## src/rtl/multi_mac_drv.sv

```systemverilog
// multi_mac_drv: job initiator and result collector for the shift-add
// multiplier. A job of req_len operand pairs is accepted, each pair is issued
// to the multiplier one at a time, the partial products streaming back are
// summed into a signed accumulator, and the total is returned on a
// valid/ready response port together with a sticky overflow flag.
//
// Ports:
//   clk, rst_n               clock, synchronous active-low reset
//   req_vld/req_rdy/req_len  job request handshake and pair count
//   src_vld/src_rdy          operand pair handshake
//   src0_data/src1_data      signed operand A, unsigned operand B
//   multi_vld                one-cycle issue pulse to the multiplier
//   in0_data/in1_data        registered operands presented to the multiplier
//   multi_busy               multiplier busy
//   mul_out_vld/mul_out_data partial product stream from the multiplier
//   rsp_vld/rsp_rdy          result handshake
//   rsp_data/rsp_ovf         accumulated result and sticky overflow flag
module multi_mac_drv #(
  parameter int ACC_W = 24,
  parameter int LEN_W = 8
) (
  input  logic              clk,
  input  logic              rst_n,
  input  logic              req_vld,
  output logic              req_rdy,
  input  logic [LEN_W-1:0]  req_len,
  input  logic              src_vld,
  output logic              src_rdy,
  input  logic [7:0]        src0_data,
  input  logic [7:0]        src1_data,
  output logic              multi_vld,
  output logic [7:0]        in0_data,
  output logic [7:0]        in1_data,
  input  logic              multi_busy,
  input  logic              mul_out_vld,
  input  logic [15:0]       mul_out_data,
  output logic              rsp_vld,
  input  logic              rsp_rdy,
  output logic [ACC_W-1:0]  rsp_data,
  output logic              rsp_ovf
);

  typedef enum logic [2:0] {
    ST_IDLE,
    ST_FETCH,
    ST_ISSUE,
    ST_WAIT,
    ST_RSP
  } state_t;

  state_t state_q, state_d;

  logic [ACC_W-1:0] acc;
  logic [LEN_W-1:0] remaining;
  logic             ovf;
  logic [ACC_W-1:0] part_ext;
  logic [ACC_W-1:0] sum;
  logic             add_ovf;
  logic             take_part;

  // Partial products are only meaningful while a pair is in flight; anything
  // arriving in other states (e.g. the tail of a job aborted by reset) is dropped.
  assign take_part = mul_out_vld && (state_q == ST_ISSUE || state_q == ST_WAIT);
  assign part_ext  = ACC_W'($signed(mul_out_data));
  assign sum       = acc + part_ext;
  // Signed overflow: both addends share a sign that the sum does not.
  assign add_ovf   = (acc[ACC_W-1] == part_ext[ACC_W-1]) && (sum[ACC_W-1] != acc[ACC_W-1]);

  assign rsp_data = acc;
  assign rsp_ovf  = ovf;

  always_ff @(posedge clk) begin
    if (!rst_n) state_q <= ST_IDLE;
    else        state_q <= state_d;
  end

  always_comb begin
    state_d   = state_q;
    req_rdy   = 1'b0;
    src_rdy   = 1'b0;
    multi_vld = 1'b0;
    rsp_vld   = 1'b0;
    case (state_q)
      ST_IDLE: begin
        req_rdy = 1'b1;
        if (req_vld) state_d = (req_len != '0) ? ST_FETCH : ST_RSP;
      end
      ST_FETCH: begin
        // Holding off while busy keeps at most one pair outstanding, so the
        // multiplier's input FIFO is never used.
        src_rdy = !multi_busy;
        if (src_vld && !multi_busy) state_d = ST_ISSUE;
      end
      ST_ISSUE: begin
        multi_vld = 1'b1;
        state_d   = ST_WAIT;
      end
      ST_WAIT: begin
        if (!multi_busy) state_d = (remaining > LEN_W'(1)) ? ST_FETCH : ST_RSP;
      end
      ST_RSP: begin
        rsp_vld = 1'b1;
        if (rsp_rdy) state_d = ST_IDLE;
      end
      default: state_d = ST_IDLE;
    endcase
  end

  always_ff @(posedge clk) begin
    if (!rst_n) begin
      acc       <= '0;
      remaining <= '0;
      ovf       <= 1'b0;
      in0_data  <= '0;
      in1_data  <= '0;
    end else begin
      case (state_q)
        ST_IDLE: begin
          if (req_vld) begin
            remaining <= req_len;
            acc       <= '0;
            ovf       <= 1'b0;
          end
        end
        ST_FETCH: begin
          if (src_vld && src_rdy) begin
            in0_data <= src0_data;
            in1_data <= src1_data;
          end
        end
        ST_WAIT: begin
          if (!multi_busy) remaining <= remaining - LEN_W'(1);
        end
        default: ;
      endcase
      // A partial arriving in the same cycle busy drops still belongs to this pair.
      if (take_part) begin
        acc <= sum;
        if (add_ovf) ovf <= 1'b1;
      end
    end
  end

endmodule

```

## config.mk

```make
export PLATFORM = sky130hd
export DESIGN_NAME = multi_mac_drv
export DESIGN_NICKNAME = d
export VERILOG_FILES = /design/src/rtl/multi_mac_drv.sv
export SDC_FILE = /design/constraint.sdc
export NUM_CORES = 1
export LEC_CHECK = 0
export ABC_AREA = 1
export BUFFER_PORTS_ARGS = -buffer_cell sky130_fd_sc_hd__buf_2
export CORE_ASPECT_RATIO = 1.2
export CORE_MARGIN = 10
export CORE_UTILIZATION = 55
export DETAILED_ROUTE_END_ITERATION = 8
export PLACE_DENSITY = 0.85
export SYNTH_ARGS = -nofsm -noshare
export SYNTH_HDL_FRONTEND = slang
export SYNTH_SLANG_ARGS = --single-unit
```

## constraint.sdc

```tcl
create_clock -name clk -period 3.2 [get_ports clk]
set_input_delay 0.32 -clock clk [delete_from_list [all_inputs] [get_ports clk]]
set_output_delay 0.32 -clock clk [all_outputs]
set_load 0.05 [all_outputs]
```

After elaboration in Yosys (flattened, before gate mapping)

Index checks and enable logic that the tools add are counted.

Flip-flop bits (word level): 52
Input port bits: 47
Output and inout bits: 45
Logic and storage cells: 55

Add/subtract/negate cells: 2
Magnitude comparators: 1
Equal/unequal tests: 10
Multiplexer cells: 21
Reductions and logical operators: 15

Operators with widths:

| kind                | number |
|---|---|
| $mux 24             | 3 |
| $add 24x24->24      | 1 |
| $mux 3              | 6 |
| $mux 8              | 2 |
| $pmux 8 s2          | 1 |
| $pmux 3 s5          | 1 |
| $gt 8x1->1 const B  | 1 |
| $mux 1              | 8 |
| $ne 2x2->1 const B  | 4 |
| $reduce_bool 8->1   | 1 |
| $sub 8x1->8 const B | 1 |
| $eq 3x2->1 const B  | 2 |
| $reduce_bool 2->1   | 3 |
| $logic_and 1x1->1   | 4 |
| $reduce_and 2->1    | 2 |
| $reduce_and 4->1    | 1 |
| $eq 3x1->1 const B  | 1 |
| $eq 3x3->1 const B  | 1 |
| $logic_not 3->1     | 1 |
| $reduce_and 3->1    | 1 |
| $eq 1x1->1          | 1 |
| $logic_not 1->1     | 1 |
| $logic_or 1x1->1    | 1 |
| $ne 1x1->1          | 1 |

Longest topological paths before layout

Gate-level depths: netlist of run 1.

Depth after elaboration: 5
Depth in mapped cells: 14
Mapped depth without buffers: 14

Worst setup path before layout of run 1

OpenSTA, ideal clock, no wires.

Kind: register to register
Start: reg state_q[0]
End: reg remaining[1]
Data arrival time: 2.327 ns
Path slack: 0.749 ns
Cell stages (with the launch flop): 7
Period minus slack after synthesis: 2.451 ns
Cell sequence: dfxtp_1 > nor3_1 > nand2_1 > nand2_2 > inv_2 > a211oi_1 > a211oi_1

Longest elaborated chain between the ends: 3

RTL lines:

| element                                                   | RTL line | source |
|---|---|---|
| start, declared                                           | 51       | `state_t state_q, state_d;` |
| start signal, assigned                                    | 74       | `else state_q <= state_d;` |
| $eq 3x2->1 or $logic_not 3->1 (tied branches)             | 117      | `case (state_q)` |
| $ne 2x2->1 (no line) or $reduce_bool 2->1 (tied branches) | n/a      |  |
| $reduce_and 3->1 (no line)                                | n/a      |  |
| end signal, assigned                                      | 120      | `remaining <= req_len;` |
| end signal, assigned                                      | 132      | `if (!multi_busy) remaining <= remaining - LEN_W'(1);` |
| end, declared                                             | 54       | `logic [LEN_W-1:0] remaining;` |

Parallel ways exist; a longest one is shown, timed or not.
A chain may end at the register's enable or synchronous reset.

Final worst setup path of run 1

Start: reg acc[0] (netlist: rsp_data[0])
End: reg acc[12] (netlist: rsp_data[12])

Longest elaborated chain between the ends: 2

RTL lines:

| element                | RTL line | source |
|---|---|---|
| start, declared        | 53       | `logic [ACC_W-1:0] acc;` |
| start signal, assigned | 138      | `acc <= sum;` |
| $add 24x24->24         | 65       | `assign sum = acc + part_ext;` |
| $mux 24                | 137      | `if (take_part) begin` |

Every way passes these cells.

==> impl_summary.txt, run 1 <==
----------------------------------------------------
[Logic synthesis]
  Unique cell type count in the Yosys netlist ... 33
  Area of the mapped netlist ... 3831 um2
  Number of warning messages in the yosys log ... 0
  Main combinational cell family by area after synthesis ... simple AND/OR/NAND/NOR gates
  Syn_area_per_cell ... 5.977 um2
  Total nets after synthesis ... 714
  Area share of the largest cell type after synthesis ... 27.17%
  Leading cell type by number of instances after synthesis ... sky130_fd_sc_hd__nand2_1
  Post-Synth Simple-Gate Area ... 38.41%
  Proportion of synthesized flip-flops having asynchronous set or reset ... 0%
  Syn Inst Count ... 641
  Synth top cells by count ... sky130_fd_sc_hd__nand2_1, sky130_fd_sc_hd__inv_1, sky130_fd_sc_hd__a21oi_1
  Compound-gate portion of the synthesized area ... 14.21%
  Main flop type after synthesis ... sky130_fd_sc_hd__dfxtp_1
  Synthesized-area fraction occupied by xor and xnor cells ... 0.6858%
  Multiplexer share of the synthesized area ... 0%
  Number of enable flip-flop cells after synthesis ... 0
  Post-synth top area cell ... sky130_fd_sc_hd__dfxtp_1
  Count of state elements after synthesis ... 52
  Synth Area in Adders ... 8.687%
  Top cells by area, synth ... sky130_fd_sc_hd__dfxtp_1, sky130_fd_sc_hd__nand2_1, sky130_fd_sc_hd__a21oi_1
  Part of the Yosys area used for sequential elements ... 27.17%

[Setup path]
  Worst path most repeated cell ... sky130_fd_sc_hd__nand2_1
  Req. time, crit path ... 3.37 ns
  Data arrival time of the critical path ... 2.20 ns
  Critical Path End Type ... register
  Cells along the critical path ... ha_1 -> fa_1 -> nand2_1 -> inv_1 -> nand2_1 -> nand2_1 -> nand2_1 -> nand2_1 -> nand2_1 -> nand2_1 -> nor2_1 -> nor2_1 -> nand2_1 -> a21oi_1
  Master of the slowest instance on the critical path ... sky130_fd_sc_hd__fa_1
  Crit path largest cell delay ... 0.40 ns
  WS Path Type ... register to register
  Startpoint kind of the worst setup timing path ... register
  Largest fanout on the critical path ... 4

[Layout]
  Final nets ... 801
  Antenna cell count ... 0
  Fraction of final layout cells sized beyond drive strength 1 ... 15.23%
  Area Overhead vs Synth ... 16.46%

[Routing]
  Met1 Wirelength ... 4526 um
  Total via count in the routed design ... 4357
  Initial detailed-routing violation count ... 266
  DRC violation count after routing ... 0
  Wire length reported by the detailed router ... 11110 um
  Top layer used by detailed routing ... met4
  Post-DR wirelength/cell ... 13.61 um
  DR WL met3 ... 891 um
  Antenna viol nets, final ... 0
  WL met2 ... 5459 um
  Vias per inst ... 5.339
  Detailed Routing Iterations Pass 1 ... 6

[Floorplan]
  Overall die area ... 10720 um2
  Die H ... 111.4 um
  Site Rows ... 33
  Ports ... 92
  Core Box Area ... 6813 um2
  Die X-Extent ... 96.19 um
  Initial Util ... 56.24%

[STA]
  Setup total negative slack ... 0 ns
  Setup repair after global routing missed its margin ... false
  Worst Tran Pin Value ... 0.8190 ns
  Slew Viols, Final ... 0
  Clk_skew ... 0.01024 ns
  Maximum clock frequency ... 0.4922 GHz
  Crit path time final ... 2.032 ns
  Final clock period utilization by the worst path ... 63.49%
  Final hold vios ... 0
  Final setup violating endpoints ... 0
  Worst-case headroom to the max-slew limit ... 45.34%

[Clock network]
  Clock slew seen by the registers of the worst setup and hold paths ... 0.11 ns
  Post-cts sizing count ... 0
  Post-cts hold buffer count ... 0
  Clock tree from TritonCTS ... yes
  Longest Clk Path Bufs ... 2
  CTS H-tree depth ... 2
  TritonCTS sink count ... 52
  Clk_lat worst skew ... 0.31 ns
  Count of buffers added by post-CTS timing repair for setup ... 0
  Total clock buffers created by CTS ... 5
  Root Buffer ... sky130_fd_sc_hd__clkbuf_8

[Pwr]
  Total power divided by cell area ... 502.5 nW/um2
  Clock network fraction of total power ... 22.1%
  Internal power component ... 0.001259 W
  Combinational share of power ... 42.5%
  Pleak ... 2.373 nW
  Highest ir drop seen on vdd ... 416.2 uV
  Net Switching ... 0.0009828 W
  Sequential cell fraction of total power ... 35.3%
  Sw Ratio ... 43.84%
  Post-layout power ... 0.002242 W

[Placed design]
  Half-perimeter wire length of the detailed placement result ... 8536 um
  Port Buffers ... 91
  Weighted congestion at the end of routability-driven global placement ... 0.9718

[Worst hold path]
  Class of the most critical hold timing path ... input pin to register

[GRT]
  Global-route usage over all layers ... 20.57%
  Global-route wire length before repair ... 18660 um
  Vias in the first global route ... 4370
  Total congestion overflow after global routing ... 0
  Initial antenna violation count ... 0
  Largest net degree at the start of global routing ... 46

[Flow run]
  Number of max-capacitance violations reported ... 0

[Outcome]
  Status ... finished, final reports clean

----------------------------------------------------
==> per-stage QoR <==
stage               cell area, um2  std cells  setup WS [ns]  util (%)  hold WS (ns)
floorplan                     3831        641         0.7487         -        0.4583
global placement              4340        808          1.194     63.71        0.4458
detailed placement            4340        808          1.159     63.71        0.4501
CTS                           4462        816          1.197     65.49        0.2617
global route                  4462        816          1.009     65.49        0.2655
finish                        4462        816          1.168     65.49        0.2639
==> placed cells by master, fill, tap and decap left out, types with 2 or more instances in the layout <==
cell	count
sky130_fd_sc_hd__nand3_1	50
sky130_fd_sc_hd__ha_1	25
sky130_fd_sc_hd__a21o_1	2
sky130_fd_sc_hd__nand2_2	2
sky130_fd_sc_hd__a31oi_1	2
sky130_fd_sc_hd__dfxtp_1	52
sky130_fd_sc_hd__and2_1	2
sky130_fd_sc_hd__clkbuf_8	6
sky130_fd_sc_hd__o21ai_0	17
sky130_fd_sc_hd__a21oi_1	74
sky130_fd_sc_hd__nand2_1	229
sky130_fd_sc_hd__xnor2_1	3
sky130_fd_sc_hd__buf_2	91
sky130_fd_sc_hd__nor3_1	6
sky130_fd_sc_hd__nor2_1	44
sky130_fd_sc_hd__or2_2	2
sky130_fd_sc_hd__nand4_1	7
sky130_fd_sc_hd__a211oi_1	2
sky130_fd_sc_hd__nand3b_1	7
sky130_fd_sc_hd__inv_1	90
sky130_fd_sc_hd__inv_2	3
==> critical path, delay by kind of cell (launching register included) <==
family | cells | cell delay, ns
and+or+nand+nor | 10 | 0.80
adders and majority gates | 2 | 0.62
DFF | 1 | 0.34
buffers and inverters | 1 | 0.10
AOI/OAI and AO/OA | 1 | 0.05
==> routing by layer <==
metal	vias to the layer above	global-route usage (%)
met1	1944	22.69
li1	2226	-
met3	25	6.384
met5	-	0
met2	162	35.37
met4	0	7.783
==> area by class of cell <==
type | instances | area, um2
flip-flops and latches | 52 | 1041
clock buffers | 6 | 82.58
fillers | 647 | 2351
clock inverters | 2 | 38.79
multi-input cells | 483 | 2375
repair buffers | 92 | 462.9
well taps | 87 | 108.9
inverters | 94 | 352.8
==> logic make-up (layout without fill, tap and decap cells) <==
kind of cell / after synthesis / in the layout
buf+inv: 106 / 194
xor+xnor: 3 / 3
simple gates: 352 / 352
compound gates: 102 / 102
fa+ha+maj: 26 / 26
flops: 52 / 52
==> power groups by stage <==
stage	Clock [W]	Combinational (W)	Sequential (W)
3_5_place_dp	0	0.000944	0.000804
4_1_cts	0.000505	0.000948	0.000791
6_report	0.000497	0.000953	0.000792
5_1_grt	0.000530	0.00106	0.000803
3_3_place_gp	0	0.000930	0.000800
2_1_floorplan	0	0.000617	0.000913
==> sequential cells by signal (all words and copies together), names as in the netlist <==
signal / flops
rsp_data: 24
in0_data: 8
in1_data: 8
remaining: 8
state_q: 3
rsp_ovf: 1
==> final timing paths <==
path         slack, ns    startpoint            to  cells past startpoint
min reg2reg       0.46   in0_data[3]   in0_data[3]                      2
min               0.26  src0_data[6]   in0_data[6]                      3
max               1.17   rsp_data[0]  rsp_data[12]                     14
max reg2reg       1.17   rsp_data[0]  rsp_data[12]                     14
No activity file was read; power rests on OpenSTA's default activity.
==> run 2, diff against run 1 <==
Settings changed: ABC_AREA 1 to 0, CORE_UTILIZATION 55 to 48, PLACE_DENSITY 0.85 to 0.8.
Clock period 3.2 ns to 1.6 ns, I/O delays scaled along.
==> run 2 against run 1 <==
Against the previous run: count of clock-buffer cells in the layout shrank 1; synthesized cell count shrank 31%; critical endpoint is now rsp_data[17]; first-iteration DRC count grew 34%; core utilization grew 13 points; the run now ends with setup timing left; total power grew 47%; setup slack lost 1.9 ns; register-to-register slack lost 1.9 ns; sequential share of layout area shrank 2.8 points; combinational power grew 12%.
==> impl_summary.txt, run 2 <==
----------------------------------------------------
[Floorplan]
  Die H ... 112.4 um (was 111.4 um)
  Ports ... 92 (unchanged)
  Site Rows ... 33 (unchanged)
  Initial Util ... 49.54% (was 56.24%)
  Core Box Area ... 6895 um2 (was 6813 um2)
  Overall die area ... 10900 um2 (was 10720 um2)
  Die X-Extent ... 97.01 um (was 96.19 um)

[STA]
  Final clock period utilization by the worst path ... 148.3% (was 63.49%)
  Final hold vios ... 0 (unchanged)
  Maximum clock frequency ... 0.4215 GHz (was 0.4922 GHz)
  Crit path time final ... 2.372 ns (was 2.032 ns)
  Worst-case headroom to the max-slew limit ... 67.63% (was 45.34%)
  Worst Tran Pin Value ... 0.4837 ns (was 0.8190 ns)
  Setup slack of the critical path after layout ... -0.7722 ns (was 1.168 ns)
  Setup repair after global routing missed its margin ... true (was false)
  Slew Viols, Final ... 0 (unchanged)
  Clk_skew ... 0.008994 ns (was 0.01024 ns)
  Worst hold-check slack ... 0.06412 ns (was 0.2639 ns)
  Final setup violating endpoints ... 21 (was 0)

[Worst hold path]
  Class of the most critical hold timing path ... input pin to register (unchanged)
  Number of cells on the worst hold path ... 3 (unchanged)

[Routing]
  Antenna viol nets, final ... 0 (unchanged)
  Initial detailed-routing violation count ... 357 (was 266)
  DRC violation count after routing ... 0 (unchanged)
  Detailed Routing Iterations Pass 1 ... 5 (was 6)
  Wire length reported by the detailed router ... 13430 um (was 11110 um)
  Vias per inst ... 5.879 (was 5.339)
  Post-DR wirelength/cell ... 18.47 um (was 13.61 um)
  Total via count in the routed design ... 4274 (was 4357)

[Logic synthesis]
  Area of the mapped netlist ... 3416 um2 (was 3831 um2)
  Proportion of synthesized flip-flops having asynchronous set or reset ... 0% (unchanged)
  Unique cell type count in the Yosys netlist ... 59 (was 33)
  Synth top cells by count ... sky130_fd_sc_hd__nand2_1, sky130_fd_sc_hd__dfxtp_1, sky130_fd_sc_hd__a21oi_1 (was sky130_fd_sc_hd__nand2_1, sky130_fd_sc_hd__inv_1, sky130_fd_sc_hd__a21oi_1)
  Area share of the largest cell type after synthesis ... 30.48% (was 27.17%)
  Main flop type after synthesis ... sky130_fd_sc_hd__dfxtp_1 (unchanged)
  Number of warning messages in the yosys log ... 0 (unchanged)
  Leading cell type by number of instances after synthesis ... sky130_fd_sc_hd__nand2_1 (unchanged)
  Total nets after synthesis ... 518 (was 714)
  Top cells by area, synth ... sky130_fd_sc_hd__dfxtp_1, sky130_fd_sc_hd__ha_1, sky130_fd_sc_hd__nand2_1 (was sky130_fd_sc_hd__dfxtp_1, sky130_fd_sc_hd__nand2_1, sky130_fd_sc_hd__a21oi_1)
  Syn Inst Count ... 445 (was 641)
  Count of state elements after synthesis ... 52 (unchanged)
  Part of the Yosys area used for sequential elements ... 30.48% (was 27.17%)
  Syn_area_per_cell ... 7.676 um2 (was 5.977 um2)
  Number of enable flip-flop cells after synthesis ... 0 (unchanged)
  Post-synth top area cell ... sky130_fd_sc_hd__dfxtp_1 (unchanged)

[Setup path]
  Critical Path End Type ... register (unchanged)
  Data arrival time of the critical path ... 2.59 ns (was 2.20 ns)
  Worst path buffer plus inverter count ... 0 (was 1)
  Startpoint kind of the worst setup timing path ... register (unchanged)
  Crit path largest cell delay ... 0.40 ns (about the same)
  Master of the slowest instance on the critical path ... sky130_fd_sc_hd__nor2_1 (was sky130_fd_sc_hd__fa_1)
  Cell depth of the worst flop-to-flop path ... 8 (was 14)
  Req. time, crit path ... 1.82 ns (was 3.37 ns)
  Startpoint of the worst-slack reg-to-reg timing path ... rsp_data[7] (was rsp_data[0])
  Top delay family on crit path ... compound AO/OA/AOI/OAI gates (was simple AND/OR/NAND/NOR gates)
  WS Path Type ... register to register (unchanged)
  Cells along the critical path ... ha_4 -> nand2_1 -> nor2_1 -> o21ai_0 -> nand3b_1 -> o2111ai_2 -> a21o_1 -> a32o_1 (was ha_1 -> fa_1 -> nand2_1 -> inv_1 -> nand2_1 -> nand2_1 -> nand2_1 -> nand2_1 -> nand2_1 -> nand2_1 -> nor2_1 -> nor2_1 -> nand2_1 -> a21oi_1)
  Reg-to-reg critical path endpoint ... rsp_data[17] (was rsp_data[12])
  Largest fanout on the critical path ... 6 (was 4)
  Flop-to-flop setup slack ... -0.77 ns (was 1.17 ns)
  Crit path capture ... rsp_data[17] (was rsp_data[12])
  CP Depth ... 8 (was 14)
  Launching instance or port of the critical path ... rsp_data[7] (was rsp_data[0])

[Pwr]
  Total power divided by cell area ... 608.0 nW/um2 (was 502.5 nW/um2)
  Clock network fraction of total power ... 25.5% (was 22.1%)
  Highest ir drop seen on vdd ... 530.4 uV (was 416.2 uV)
  Sequential cell fraction of total power ... 41.9% (was 35.3%)
  Combinational share of power ... 32.6% (was 42.5%)
  Sw Ratio ... 36.10% (was 43.84%)
  Net Switching ... 0.001188 W (was 0.0009828 W)
  Internal power component ... 0.002104 W (was 0.001259 W)
  Pleak ... 2.568 nW (was 2.373 nW)

[Layout]
  Antenna cell count ... 0 (unchanged)
  Most frequent cells in the layout ... sky130_fd_sc_hd__buf_4, sky130_fd_sc_hd__buf_2, sky130_fd_sc_hd__nand2_1 (was sky130_fd_sc_hd__nand2_1, sky130_fd_sc_hd__buf_2, sky130_fd_sc_hd__inv_1)
  Area Overhead vs Synth ... 58.53% (was 16.46%)
  Fraction of final layout cells sized beyond drive strength 1 ... 48.75% (was 15.23%)
  Commonest non-fill, non-tap cell in the layout ... sky130_fd_sc_hd__buf_4 (was sky130_fd_sc_hd__nand2_1)
  Flip-flop count of the largest register, all copies and words added ... 24 (unchanged)
  Cell Count, Final, Fillers Out ... 727 (was 816)
  Final nets ... 712 (was 801)
  Post-layout util ... 78.53% (was 65.49%)

[GRT]
  Total congestion overflow after global routing ... 0 (unchanged)
  Global-route usage over all layers ... 20.51% (was 20.57%)
  Global-route wire length before repair ... 19370 um (was 18660 um)
  Vias in the first global route ... 4196 (was 4370)
  Largest net degree at the start of global routing ... 22 (was 46)
  Initial antenna violation count ... 0 (unchanged)

[Clock network]
  CTS H-tree depth ... 2 (unchanged)
  TritonCTS sink count ... 52 (unchanged)
  Clock tree from TritonCTS ... yes (unchanged)
  Root Buffer ... sky130_fd_sc_hd__clkbuf_8 (unchanged)
  Clock slew seen by the registers of the worst setup and hold paths ... 0.11 ns (about the same)
  Longest Clk Path Bufs ... 2 (unchanged)
  Clk_lat worst skew ... 0.32 ns (was 0.31 ns)
  Total clock buffers created by CTS ... 5 (unchanged)

[Placed design]
  Port Buffers ... 91 (unchanged)
  Half-perimeter wire length of the detailed placement result ... 9116 um (was 8536 um)
  Cell total after placement ... 705 (was 808)
  Pre-CTS setup slack ... -0.6448 ns (was 1.159 ns)
  Weighted congestion at the end of routability-driven global placement ... 0.8986 (was 0.9718)

[Outcome]
  Status ... complete, but fails checks (was finished, final reports clean)
  Violations in the final reports ... setup timing

[Flow run]
  Number of max-capacitance violations reported ... 0 (unchanged)

----------------------------------------------------
run 2: cell types whose count changed in the layout (fill, tap and decap cells not counted), moves of 10 or more:
cell and delta:
sky130_fd_sc_hd__a21oi_2 +10, sky130_fd_sc_hd__inv_1 -79, sky130_fd_sc_hd__dfxtp_4 +15, sky130_fd_sc_hd__a22oi_1 +11, sky130_fd_sc_hd__o21ai_1 +17, sky130_fd_sc_hd__a21oi_1 -39, sky130_fd_sc_hd__buf_4 +116, sky130_fd_sc_hd__dfxtp_2 +10
sky130_fd_sc_hd__xor2_1 +10, sky130_fd_sc_hd__nand2_1 -164, sky130_fd_sc_hd__o21ai_0 -10, sky130_fd_sc_hd__nand3_1 -42, sky130_fd_sc_hd__dfxtp_1 -25
run 2: tightest hold or removal path, cell delays in order:
cell and delay, ns:
sky130_fd_sc_hd__buf_2 0.09, sky130_fd_sc_hd__nand2_1 0.04, sky130_fd_sc_hd__a21oi_1 0.05
run 2: through the flow:
| stage | cell area [um2] | power (W) | setup TNS, ns |
|---|---|---|---|
| floorplan | 3754 | 0.001977 | -7.446 |
| global placement | 4974 | 0.002322 | -7.884 |
| detailed placement | 4974 | 0.002357 | -8.903 |
| CTS | 5200 | 0.003209 | -8.821 |
| global route | 5415 | 0.003434 | -13.24 |
| finish | 5415 | 0.003293 | -11.87 |
run 2: area by class of cell:
type                            count  area, um2
Clock inverter                      3      26.28
Tap cell                           87      108.9
Fill cell                         459       1480
Clock buffer                        5      68.82
Inverter                           12      45.04
Multi-Input combinational cell    358       2691
Sequential cell                    52       1110
Timing Repair Buffer              210       1365
run 2: power by group through the flow:
stage               Clock, W  Combinational [W]  Sequential (W)
floorplan                  0           0.000458         0.00152
global placement           0           0.000920         0.00140
detailed placement         0           0.000951         0.00141
CTS                 0.000856           0.000976         0.00138
global route        0.000896            0.00115         0.00139
finish              0.000839            0.00107         0.00138
run 2: routing by layer:
metal / GRT usage, % / vias to the layer above / routed length [um]
li1: - / 1997 / -
met1: 21.07 / 2028 / 4807
met2: 39.15 / 195 / 7059
met3: 4.540 / 54 / 794
met4: 7.980 / 0 / 765
met5: 0 / - / 0
run 2: how the worst min path moves through the flow:
stage / start / endpoint / slack, ns
floorplan: req_vld / state_q[0] / 0.29
global placement: src1_data[6] / in1_data[6] / 0.40
detailed placement: src0_data[7] / in0_data[7] / 0.41
CTS: src0_data[7] / in0_data[7] / 0.06
global route: src1_data[1] / in1_data[1] / 0.06
finish: src1_data[0] / in1_data[0] / 0.06
run 2: timing repair:
item | in CTS | in global routing
pin swaps | 24 | 25
resized for setup | 20 | 27
hold buffers | 0 | 0
buffers inserted | 5 | 11
setup endpoints to repair | 22 | 31
run 2: logic make-up after synthesis:
logic type | synth area share (%)
multiplexers | 1.172
buffers and inverters | 4.029
AO/OA/AOI/OAI | 27.95
adder cells (fa/ha/maj) | 9.744
AND/OR/NAND/NOR | 22.27
XOR/XNOR | 4.359
flip-flops | 30.48
